[src/rtl/bin2onehot_seq.sv]
// Registered binary-to-code decoder with valid/ready handshake: one-hot,
// thermometer, inverted one-hot, or a multi-beat one-hot scan burst.
module bin2onehot_seq #(
  parameter int IN_W  = 3,
  parameter int OUT_W = 8
) (
  input  logic              clk,
  input  logic              reset,
  input  logic              in_valid,
  output logic              in_ready,
  input  logic [IN_W-1:0]   bin,
  input  logic [1:0]        mode,
  output logic              out_valid,
  input  logic              out_ready,
  output logic [OUT_W-1:0]  code,
  output logic              last,
  output logic              err
);

  generate
    if (OUT_W < 2 || OUT_W > (1 << IN_W)) begin : g_bad_param
      $error("bin2onehot_seq: OUT_W must satisfy 2 <= OUT_W <= 2**IN_W");
    end
  endgenerate

  localparam logic [1:0] ST_IDLE = 2'd0;
  localparam logic [1:0] ST_HOLD = 2'd1;
  localparam logic [1:0] ST_SCAN = 2'd2;

  localparam logic [1:0] MODE_ONEHOT = 2'b00;
  localparam logic [1:0] MODE_THERM  = 2'b01;
  localparam logic [1:0] MODE_INV    = 2'b10;

  // One extra bit so OUT_W == 2**IN_W is representable for the range check.
  localparam logic [IN_W:0] OUT_W_EXT = (IN_W+1)'(OUT_W);

  logic [1:0]       r_state;
  logic [OUT_W-1:0] r_code;
  logic             r_last;
  logic             r_err;
  logic [IN_W-1:0]  r_beat;
  logic [IN_W-1:0]  r_end;

  logic             w_accept;
  logic             w_out_xfer;
  logic             w_in_range;
  logic [IN_W-1:0]  w_beat_nxt;
  logic [OUT_W-1:0] w_onehot;
  logic [OUT_W-1:0] w_therm;
  logic [OUT_W-1:0] w_beat_oh;

  logic [1:0]       w_ld_state;
  logic [OUT_W-1:0] w_ld_code;
  logic             w_ld_last;
  logic             w_ld_err;

  assign out_valid  = (r_state != ST_IDLE);
  assign in_ready   = !reset && (r_state != ST_SCAN) && (!out_valid || out_ready);
  assign w_accept   = in_valid && in_ready;
  assign w_out_xfer = out_valid && out_ready;
  assign code       = r_code;
  assign last       = r_last;
  assign err        = r_err;

  // The beat counter never passes r_end (< OUT_W), so the increment cannot wrap.
  assign w_beat_nxt = r_beat + IN_W'(1);

  always_comb begin
    // NOTE: every combinational output gets a default first so no path leaves it unassigned (no latch).
    w_in_range = ({1'b0, bin} < OUT_W_EXT);
    w_onehot   = '0;
    w_therm    = '0;
    w_beat_oh  = '0;
    for (int i = 0; i < OUT_W; i++) begin
      w_onehot[i]  = ({1'b0, bin} == (IN_W+1)'(i));
      w_therm[i]   = ((IN_W+1)'(i) <= {1'b0, bin});
      w_beat_oh[i] = ({1'b0, w_beat_nxt} == (IN_W+1)'(i));
    end
  end

  // Register image of a freshly accepted transaction.
  always_comb begin
    w_ld_state = ST_HOLD;
    w_ld_code  = '0;
    w_ld_last  = 1'b1;
    w_ld_err   = 1'b0;
    if (!w_in_range) begin
      w_ld_err = 1'b1;
    end else begin
      case (mode)
        MODE_ONEHOT: w_ld_code = w_onehot;
        MODE_THERM:  w_ld_code = w_therm;
        MODE_INV:    w_ld_code = ~w_onehot;
        default: begin
          w_ld_state = ST_SCAN;
          w_ld_code  = OUT_W'(1);
          w_ld_last  = (bin == '0);
        end
      endcase
    end
  end

  // NOTE: sequential state uses non-blocking assignments so every register samples pre-edge values.
  always_ff @(posedge clk) begin
    if (reset) begin
      // NOTE: the scan bookkeeping (r_beat/r_end) is reset too, so outputs are never X after reset.
      r_state <= ST_IDLE;
      r_code  <= '0;
      r_last  <= 1'b0;
      r_err   <= 1'b0;
      r_beat  <= '0;
      r_end   <= '0;
    end else begin
      case (r_state)
        ST_IDLE, ST_HOLD: begin
          if (w_accept) begin
            r_state <= w_ld_state;
            r_code  <= w_ld_code;
            r_last  <= w_ld_last;
            r_err   <= w_ld_err;
            r_beat  <= '0;
            r_end   <= bin;
          end else if (w_out_xfer) begin
            r_state <= ST_IDLE;
          end
        end
        ST_SCAN: begin
          if (w_out_xfer) begin
            if (r_last) begin
              r_state <= ST_IDLE;
            end else begin
              r_beat <= w_beat_nxt;
              r_code <= w_beat_oh;
              r_last <= (w_beat_nxt == r_end);
            end
          end
        end
        default: r_state <= ST_IDLE;
      endcase
    end
  end

endmodule

[config.mk]
export PLATFORM = sky130hd
export DESIGN_NAME = bin2onehot_seq
export DESIGN_NICKNAME = d
export VERILOG_FILES = /design/src/rtl/bin2onehot_seq.sv
export SDC_FILE = /design/constraint.sdc
export NUM_CORES = 1
export LEC_CHECK = 0
export ABC_AREA = 1
export BUFFER_PORTS_ARGS = -buffer_cell sky130_fd_sc_hd__buf_2
export CORE_MARGIN = 2
export CORE_UTILIZATION = 60
export CTS_CLUSTER_DIAMETER = 60
export DETAILED_ROUTE_END_ITERATION = 12
export PLACE_DENSITY = 0.84
export SYNTH_ARGS = -nofsm -noshare
export SYNTH_HDL_FRONTEND = slang
export SYNTH_SLANG_ARGS = --single-unit
[constraint.sdc]
create_clock -name clk -period 3.3 [get_ports clk]
set_clock_uncertainty 0.15 [all_clocks]
set_input_delay 0.33 -clock clk [delete_from_list [all_inputs] [get_ports clk]]
set_output_delay 0.33 -clock clk [all_outputs]
set_load 0.05 [all_outputs]
==> flow_metrics.env, run 1 <==
export IMPL_timing_critical_path_slowest_cell_delay_ns=0.37
export IMPL_grt_max_degree=17
export IMPL_first_pass_iters=4
export IMPL_insertion_delay_ns=0.31
export IMPL_rsz0062_at_grt="no"
export IMPL_reg2reg_to="code[7]"
export IMPL_tritoncts="done"
export IMPL_clock_sink_count=17
export IMPL_clock_path_buffers=2
export IMPL_crit_chain="inv_2 -> nand2_2 -> a21oi_1 -> buf_2"
export IMPL_grt_util_all_layers=0.270
export IMPL_rr_worst_depth=9
export IMPL_p_per_area_nw_per_um2=373
export IMPL_dp_hpwl_mm=2.29
export IMPL_hold_class="in2reg"
export IMPL_crit_family="buffers and inverters"
export IMPL_worst_setup_path_type="reg2out"
export IMPL_power_mw=0.528
export IMPL_synth_edf_count=0
export IMPL_synth_area_per_cell_um2=5.83
export IMPL_fin_crit_sh=0.548
export IMPL_n_antenna_cell=0
export IMPL_final_max_slew_violation_count=0
export IMPL_vdd_drop_max_v=0.000314
export IMPL_post_cts_resized=0
export IMPL_hold_violations=0
export IMPL_area_growth_pct=7.91
export IMPL_root_buffer="clkbuf_4"
export IMPL_fmax_ghz=0.553
export IMPL_synth_top_area_share=0.259
export IMPL_wirelength_mm=3.03
export IMPL_synthesis_nets=239
export IMPL_vias=1402
export IMPL_cpMaxStageDelayCell="dfxtp_1"
export IMPL_crit_arrival_ns=1.33
export IMPL_ys_seq_area_frac=0.259
export IMPL_grt_first_pass_wirelength_mm=5.26
export IMPL_h_tree_depth=1
export IMPL_avgViaCountPerCell=5.23
export IMPL_status="completed"
export IMPL_rrSetupSlack_ns=1.56
export IMPL_worstSetupEndpoint="in_ready"
export IMPL_end_kind="primary output"
export IMPL_nNetsFinal=256
export IMPL_cp_data_required_time_ns=2.82
export IMPL_grt_overflow=0
export IMPL_critPathLaunchType="flip-flop"
export IMPL_synth_cells=225
export IMPL_cts_hold_buf=0
export IMPL_crit_buf_inv=2
export IMPL_setup_tns_ns=0
export IMPL_ios=21
export IMPL_ys_ff_latch=17
export IMPL_numCtsBuffers=3
export IMPL_fin_crit_ns=1.81
export IMPL_grt_pass1_vias=1299
export IMPL_synth_area_leaders="dfxtp_1 26%, nand2_1 22%, nand3_1 9.2%, inv_1 8.9%, nor2_1 7.4%"
export IMPL_avgRoutedWirePerCell_um=11.3
export IMPL_cp_max_fo=4
export IMPL_p_leak_nw=0.766
export IMPL_drive_gt1_frac=0.145
export IMPL_drv_cap=0
export IMPL_syn_cell_area_um2=1310
export IMPL_cp_num_cells=4
export IMPL_drc_errors=0
export IMPL_core_area_um2=2020
export IMPL_place_gp_congestion=0.897
export IMPL_drt_iter0_drc=22
export IMPL_dieWidth_um=50.8
export IMPL_post_cts_buffers=0
export IMPL_rows=16
export IMPL_ys_async_sr_fraction=0
export IMPL_setup_viol=0
export IMPL_startpoint="r_state[1]"
export IMPL_start_util=0.649
export IMPL_dieArea_um2=2580
export IMPL_hold_worst_slack_ns=0.0759
export IMPL_grt_antenna_before_repair=0
export IMPL_r2r_start="r_beat[0]"
export IMPL_antenna_left=0
export IMPL_yosysMostFrequentCell="nand2_1"
export IMPL_netlist_top_cells_count="78 x nand2_1, 31 x inv_1, 26 x nor2_1"
export IMPL_synth_warnings=0
export IMPL_portBuffers=19
export IMPL_synth_top_area_cell="dfxtp_1"
export IMPL_fp_dieH_um=50.8
export IMPL_synth_cell_types=22
export IMPL_clkTransAtPathRegs_ns=0.11
export IMPL_ys_flop_type="dfxtp_1"
worst reg2reg max path: stages (launching register included):
cell and delay (ns):
dfxtp_1 0.48, ha_1 0.23, inv_1 0.06, nand2_1 0.06, nand2_1 0.07, nor2_1 0.22, inv_1 0.10, o21ai_0 0.16
nor2_1 0.06, nor2_1 0.09
cells by family after synthesis:
logic type	Yosys count	synth area share
AND/OR/NAND/NOR	141	0.467
flip-flops	17	0.259
other	1	0.00286
buffers and inverters	40	0.134
AO/OA/AOI/OAI	21	0.0887
adder cells (fa/ha/maj)	5	0.0477
power breakdown:
group / internal, mW / total [mW] / leakage, nW / switching, mW
Sequential: 0.221 / 0.232 / 0.140 / 0.0104
Clock: 0.0454 / 0.122 / 0.0177 / 0.0769
Combinational: 0.0462 / 0.174 / 0.609 / 0.128
Total: 0.313 / 0.528 / 0.766 / 0.215
worst min-delay path by stage:
stage / start / endpoint / slack, ns / cells after the start
2_1_floorplan: reset / r_beat[1] / 0.25 / 1
3_3_place_gp: r_end[2] / r_end[2] / 0.32 / 2
3_5_place_dp: r_end[2] / r_end[2] / 0.32 / 2
4_1_cts: reset / r_state[0] / 0.07 / 2
5_1_grt: reset / r_state[0] / 0.09 / 2
6_report: reset / r_state[0] / 0.08 / 2
routing by layer:
layer  global-route usage  wire length (um)
met4                0.117                68
met3               0.0506               116
met5                    0                 0
met1                0.311              1330
met2                0.482              1510
per-stage QoR:
step | util | cell area (um^2) | setup WS, ns | std cells
after floorplan | - | 1310 | 1.37 | 225
after global placement | 0.687 | 1390 | 1.56 | 264
after detailed placement | 0.687 | 1390 | 1.46 | 264
after CTS | 0.700 | 1420 | 1.51 | 268
after global routing | 0.700 | 1420 | 1.39 | 268
final | 0.700 | 1420 | 1.49 | 268
cells in the final DEF, fill, tap and decap left out, types with 3 or more instances in the layout:
master    Yosys  layout
inv_1        31      31
o21ai_0      10      10
nand2_2       4       4
nand2_1      78      78
ha_1          5       5
clkbuf_4      0       3
nand4_1       4       4
buf_2         4      19
a21oi_1      10      10
dfxtp_1      17      17
nand3_1      24      24
nor2_1       26      26
cell type report:
cell class	instances	area [um^2]
tap	27	33.8
multi-input combinational	168	796
inverter	33	124
clock inverter	1	5.00
sequential	17	340
fill	205	606
clock buffer	3	22.5
timing repair buffer	19	95.1
flip-flops by register name, indices dropped and copies added, names as in the netlist:
register and cells:
code 8, last 1, r_beat 3, r_end 3
r_state 2
No activity file was read; power rests on OpenSTA's default activity.
==> run 2, diff against run 1 <==
ABC_AREA = 0   (was 1)
CORE_UTILIZATION = 54   (was 60)
PLACE_DENSITY = 0.78   (was 0.84)
clock period = 1.9 ns   (was 3.3 ns; I/O delays follow)
==> flow_metrics.env, run 2 <==
export IMPL_netSwitchingFraction=0.376
export IMPL_fp_dieH_um=49.6
export IMPL_ys_flop_type="dfxtp_1"
export IMPL_tritoncts="done"
export IMPL_timing_final_ws_setup_ns=0.0710
export IMPL_ios=21
export IMPL_seqPwrFrac=0.454
export IMPL_pwr_share_clk=0.235
export IMPL_cp_max_fo=11
export IMPL_vdd_drop_max_v=0.000442
export IMPL_fin_crit_sh=0.963
export IMPL_drive_gt1_frac=0.233
export IMPL_synth_top_area_share=0.303
export IMPL_setup_viol=0
export IMPL_avgRoutedWirePerCell_um=13.8
export IMPL_yosysMostFrequentCell="nor2_1"
export IMPL_setup_tns_ns=0
export IMPL_p_per_area_nw_per_um2=683
export IMPL_routed_top_layer="met4"
export IMPL_grt_antenna_before_repair=0
export IMPL_clock_path_buffers=2
export IMPL_wirelength_mm=2.56
export IMPL_synth_cells=141
export IMPL_drt_iter0_drc=17
export IMPL_synth_top_family_by_area="compound AO/OA/AOI/OAI gates"
export IMPL_p_leak_nw=0.540
export IMPL_synth_top_area_cell="dfxtp_1"
export IMPL_yosys_area_share_simple=0.229
export IMPL_wl_met3_um=94
export IMPL_drv_cap=0
export IMPL_synth_area_leaders="dfxtp_1 30%, nor2_1 6.7%, a21oi_1 5.8%, ha_1 5.6%, nor3_1 4.0%"
export IMPL_final_cell_mix="20 x nor2_1, 19 x buf_2, 17 x dfxtp_1, 12 x a21oi_1, 9 x nor3_1"
export IMPL_placed_cells=181
export IMPL_layoutNonFillerInstCount=186
export IMPL_grt_pass1_vias=981
export IMPL_p_int_mw=0.547
export IMPL_power_mw=0.876
export IMPL_met2WireLength_mm=1.28
export IMPL_numCtsBuffers=3
export IMPL_layout_commonest_cell="nor2_1"
export IMPL_hold_violations=0
export IMPL_grt_max_degree=18
export IMPL_final_max_slew_violation_count=0
export IMPL_place_gp_congestion=0.898
export IMPL_first_pass_iters=5
export IMPL_root_buffer="clkbuf_4"
export IMPL_synthAdderAreaFrac=0.0557
export IMPL_hold_class="in2reg"
export IMPL_h_tree_depth=1
export IMPL_ys_ff_latch=17
export IMPL_synth_compound_area_share=0.261
export IMPL_place_ws_ns=0.0715
export IMPL_hold_worst_slack_ns=0.0985
export IMPL_synthXorXnorAreaFrac=0.0546
export IMPL_vias=1084
export IMPL_dp_hpwl_mm=1.91
export IMPL_multi_input_area_um2=721
export IMPL_critPathLaunchType="primary input"
export IMPL_rows=16
export IMPL_ys_async_sr_fraction=0
export IMPL_nNetsFinal=174
export IMPL_synth_edf_count=0
export IMPL_grt_overflow=0
export IMPL_grt_first_pass_wirelength_mm=4.20
export IMPL_postLayoutCellArea_um2=1280
export IMPL_post_cts_buffers=0
export IMPL_place_area_um2=1230
export IMPL_portBuffers=19
export IMPL_avgViaCountPerCell=5.83
export IMPL_synth_mux_area_frac=0.0278
export IMPL_dieArea_um2=2460
export IMPL_status="completed"
export IMPL_synth_area_per_cell_um2=7.97
export IMPL_end_kind="flip-flop"
export IMPL_synth_cell_types=39
export IMPL_ys_seq_area_frac=0.303
export IMPL_dieWidth_um=49.6
export IMPL_cp_data_required_time_ns=1.96
export IMPL_rsz0062_at_grt="no"
export IMPL_syn_cell_area_um2=1120
export IMPL_n_antenna_cell=0
export IMPL_nFillCells=192
export IMPL_met1Wirelength_mm=1.15
export IMPL_core_area_um2=1960
export IMPL_area_growth_pct=14.3
export IMPL_power_frac_comb=0.311
export IMPL_p_sw_mw=0.329
export IMPL_clkTransAtPathRegs_ns=0.12
export IMPL_clock_sink_count=17
export IMPL_synth_warnings=0
export IMPL_regArea_um2=340
export IMPL_antenna_left=0
export IMPL_grt_util_all_layers=0.222
export IMPL_drc_errors=0
export IMPL_crit_arrival_ns=1.89
export IMPL_worst_setup_path_type="in2reg"
export IMPL_largest_reg_flops=8
export IMPL_netlist_top_cells_count="20 x nor2_1, 17 x dfxtp_1, 13 x a21oi_1"
export IMPL_synthesis_nets=155
export IMPL_final_util=0.654
export IMPL_fmax_ghz=0.547
export IMPL_start_util=0.573
export IMPL_fin_crit_ns=1.83
export IMPL_insertion_delay_ns=0.31
==> run 2: cell count changes after synthesis, sizes merged, moves of 7 or more <==
cell   previous run  this run
nand2            82         6
nand3            26         6
nor2             27        20
nor3              0         9
inv              33         6
==> run 2: critical path, cell delays in order <==
cell,delay (ns)
dlygate4sd3_1,0.53
buf_2,0.14
or3b_1,0.40
o21ai_2,0.16
buf_6,0.17
nor2_1,0.06
a311oi_2,0.23
==> run 2: what timing repair did <==
| item | in CTS | in global routing |
|---|---|---|
| hold buffers | 1 | 0 |
| endpoints found under the setup margin | 0 | 4 |
| endpoints found under the hold margin | 1 | 0 |
| gates resized for setup | 0 | 2 |
==> run 2: worst paths after layout <==
kind                    from         end  slack (ns)  cells past startpoint
setup / recovery       reset     code[2]        0.07                      7
hold / removal      in_valid  r_state[0]         0.1                      3
setup reg to reg  r_state[0]     code[1]        0.14                      4
hold reg to reg      code[0]     code[0]        0.31                      2
==> run 2: power by group through the flow <==
stage / sequential, mW / clock [mW] / combinational (mW)
final: 0.398 / 0.206 / 0.272
after global routing: 0.401 / 0.231 / 0.292
after CTS: 0.398 / 0.210 / 0.271
after detailed placement: 0.406 / 0 / 0.268
after global placement: 0.404 / 0 / 0.264
after floorplan: 0.464 / 0 / 0.152
==> run 2: kinds of logic (layout without fill, tap and decap cells) <==
kind of cell,Yosys count,after routing
fa+ha+maj,5,5
simple gates,52,52
xor+xnor,7,7
buf+inv,16,34
flops,17,17
other cells,1,1
mux,3,3
compound gates,40,40
==> run 2: cell type report <==
| type | instances | area share |
|---|---|---|
| multi-input combinational | 108 | 0.561 |
| sequential | 17 | 0.265 |
| timing repair buffer | 24 | 0.108 |
| tap | 27 | 0.0263 |
| clock buffer | 3 | 0.0175 |
| inverter | 6 | 0.0175 |
| clock inverter | 1 | 0.00390 |
==> run 2: layer usage <==
metal | GRT usage | vias to the layer above
met5 | 0 | -
met4 | 0.102 | 0
met3 | 0.0364 | 6
met2 | 0.387 | 28
met1 | 0.266 | 508
li1 | - | 542
==> run 3, diff against run 2 <==
==> constraint.sdc (replaced) <==
create_clock -name clk -period 1.9 [get_ports clk]
set_clock_uncertainty 0.15 [all_clocks]
set_input_delay 0.38 -clock clk [delete_from_list [all_inputs] [get_ports clk]]
set_output_delay 0.38 -clock clk [all_outputs]
set_load 0.05 [all_outputs]
==> flow_metrics.env, run 3 (synthesis gave the netlist of run 2 again) <==
export IMPL_core_area_um2=1960
export IMPL_dieArea_um2=2460
export IMPL_layout_commonest_cell="nor2_1"
export IMPL_pwr_share_clk=0.231
export IMPL_power_mw=0.872
export IMPL_end_kind="primary output"
export IMPL_largest_reg_flops=8
export IMPL_dp_hpwl_mm=2.06
export IMPL_crit_buf_inv=1
export IMPL_rsz0062_at_grt="no"
export IMPL_area_growth_pct=14.1
export IMPL_root_buffer="clkbuf_4"
export IMPL_tritoncts="done"
export IMPL_h_tree_depth=1
export IMPL_avgRoutedWirePerCell_um=14.3
export IMPL_setup_tns_ns=0
export IMPL_crit_arrival_ns=1.32
export IMPL_hold_class="in2reg"
export IMPL_fin_crit_sh=0.975
export IMPL_placed_cells=182
export IMPL_cts_hold_buf=0
export IMPL_grt_antenna_before_repair=0
export IMPL_vdd_drop_max_v=0.000405
export IMPL_rrSetupSlack_ns=0.16
export IMPL_nNetsFinal=174
export IMPL_cp_data_required_time_ns=1.37
export IMPL_post_cts_buffers=0
export IMPL_dieWidth_um=49.6
export IMPL_start_util=0.573
export IMPL_drt_iter0_drc=47
export IMPL_fin_crit_ns=1.85
export IMPL_n_antenna_cell=0
export IMPL_drive_gt1_frac=0.252
export IMPL_hold_violations=0
export IMPL_vias=1116
export IMPL_cp_max_fo=9
export IMPL_final_max_slew_violation_count=0
export IMPL_rr_worst_depth=4
export IMPL_worst_setup_path_type="reg2out"
export IMPL_reg2reg_to="code[6]"
export IMPL_grt_first_pass_wirelength_mm=4.57
export IMPL_drv_cap=0
export IMPL_hold_depth=2
export IMPL_layoutNonFillerInstCount=186
export IMPL_antenna_left=0
export IMPL_ios=21
export IMPL_status="completed"
export IMPL_grt_pass1_vias=1026
export IMPL_fmax_ghz=0.540
export IMPL_power_frac_comb=0.313
export IMPL_drc_errors=0
export IMPL_portBuffers=19
export IMPL_fp_dieH_um=49.6
export IMPL_first_pass_iters=4
export IMPL_p_sw_mw=0.325
export IMPL_p_int_mw=0.547
export IMPL_avgViaCountPerCell=6.00
export IMPL_timing_critical_path_slowest_cell_delay_ns=0.38
export IMPL_rows=16
export IMPL_place_gp_congestion=0.844
export IMPL_crit_family="flip-flops"
export IMPL_grt_util_all_layers=0.241
export IMPL_wirelength_mm=2.66
export IMPL_numCtsBuffers=3
export IMPL_p_per_area_nw_per_um2=680
export IMPL_setup_viol=0
export IMPL_netSwitchingFraction=0.373
export IMPL_clock_path_buffers=2
export IMPL_clock_sink_count=17
export IMPL_r2r_start="last"
export IMPL_hold_start="reset"
export IMPL_seqPwrFrac=0.457
export IMPL_p_leak_nw=0.540
export IMPL_grt_max_degree=18
export IMPL_critPathLaunchType="flip-flop"
export IMPL_crit_chain="or2_2 -> a21oi_2 -> buf_4"
export IMPL_insertion_delay_ns=0.30
export IMPL_min_to="r_state[0]"
export IMPL_grt_overflow=0
export IMPL_clkTransAtPathRegs_ns=0.11
export IMPL_cpMaxStageDelayCell="dfxtp_2"
export IMPL_final_cell_mix="20 x nor2_1, 18 x buf_2, 15 x dfxtp_1, 12 x a21oi_1, 9 x nor3_1"
## run 3: changes by cell type in the layout (fill, tap and decap cells not counted)
cell           change
dfxtp_1            -2
buf_2              -1
dfxtp_2            +2
dlygate4sd3_1      -1
buf_4              +3
buf_6              -1
## run 3: power by group through the flow
stage	clock network (mW)	registers, mW	logic [mW]
floorplan	0	0.464	0.152
global placement	0	0.404	0.265
detailed placement	0	0.406	0.270
CTS	0.210	0.398	0.272
global route	0.222	0.402	0.294
finish	0.201	0.398	0.273
## run 3: metrics by stage
stage | util | hold WS (ns) | worst slack (ns) | instance area (um^2)
floorplan | - | 0.328 | 0.0434 | 1130
global placement | 0.633 | 0.287 | 0.150 | 1240
detailed placement | 0.633 | 0.306 | 0.101 | 1240
CTS | 0.649 | 0.108 | 0.0336 | 1270
global route | 0.654 | 0.107 | 0.0121 | 1280
finish | 0.654 | 0.110 | 0.0480 | 1280
## run 3: worst max-delay path by stage
stage	start	to	slack [ns]	cells after the start
after floorplan	r_state[1]	in_ready	0.04	2
after global placement	in_valid	code[1]	0.15	6
after detailed placement	in_valid	code[6]	0.10	6
after CTS	r_state[0]	in_ready	0.03	3
after global routing	r_state[1]	in_ready	0.01	3
final	r_state[1]	in_ready	0.05	3
## run 3: layout make-up
type | instances | area (um^2)
Multi-Input combinational cell | 108 | 721
Fill cell | 195 | 679
Sequential cell | 17 | 343
Timing Repair Buffer | 24 | 135
Tap cell | 27 | 33.8
Clock buffer | 3 | 22.5
Inverter | 6 | 22.5
Clock inverter | 1 | 5.00
## run 3: layer usage
metal,global-route usage,wire [um]
met2,0.436,1410
met5,0,0
met1,0.282,1090
met4,0.0926,34
met3,0.0394,122
## run 3: what timing repair did
item	in CTS	in global routing
gates cloned	0	0
gates resized for setup	2	2
endpoints found under the setup margin	1	2
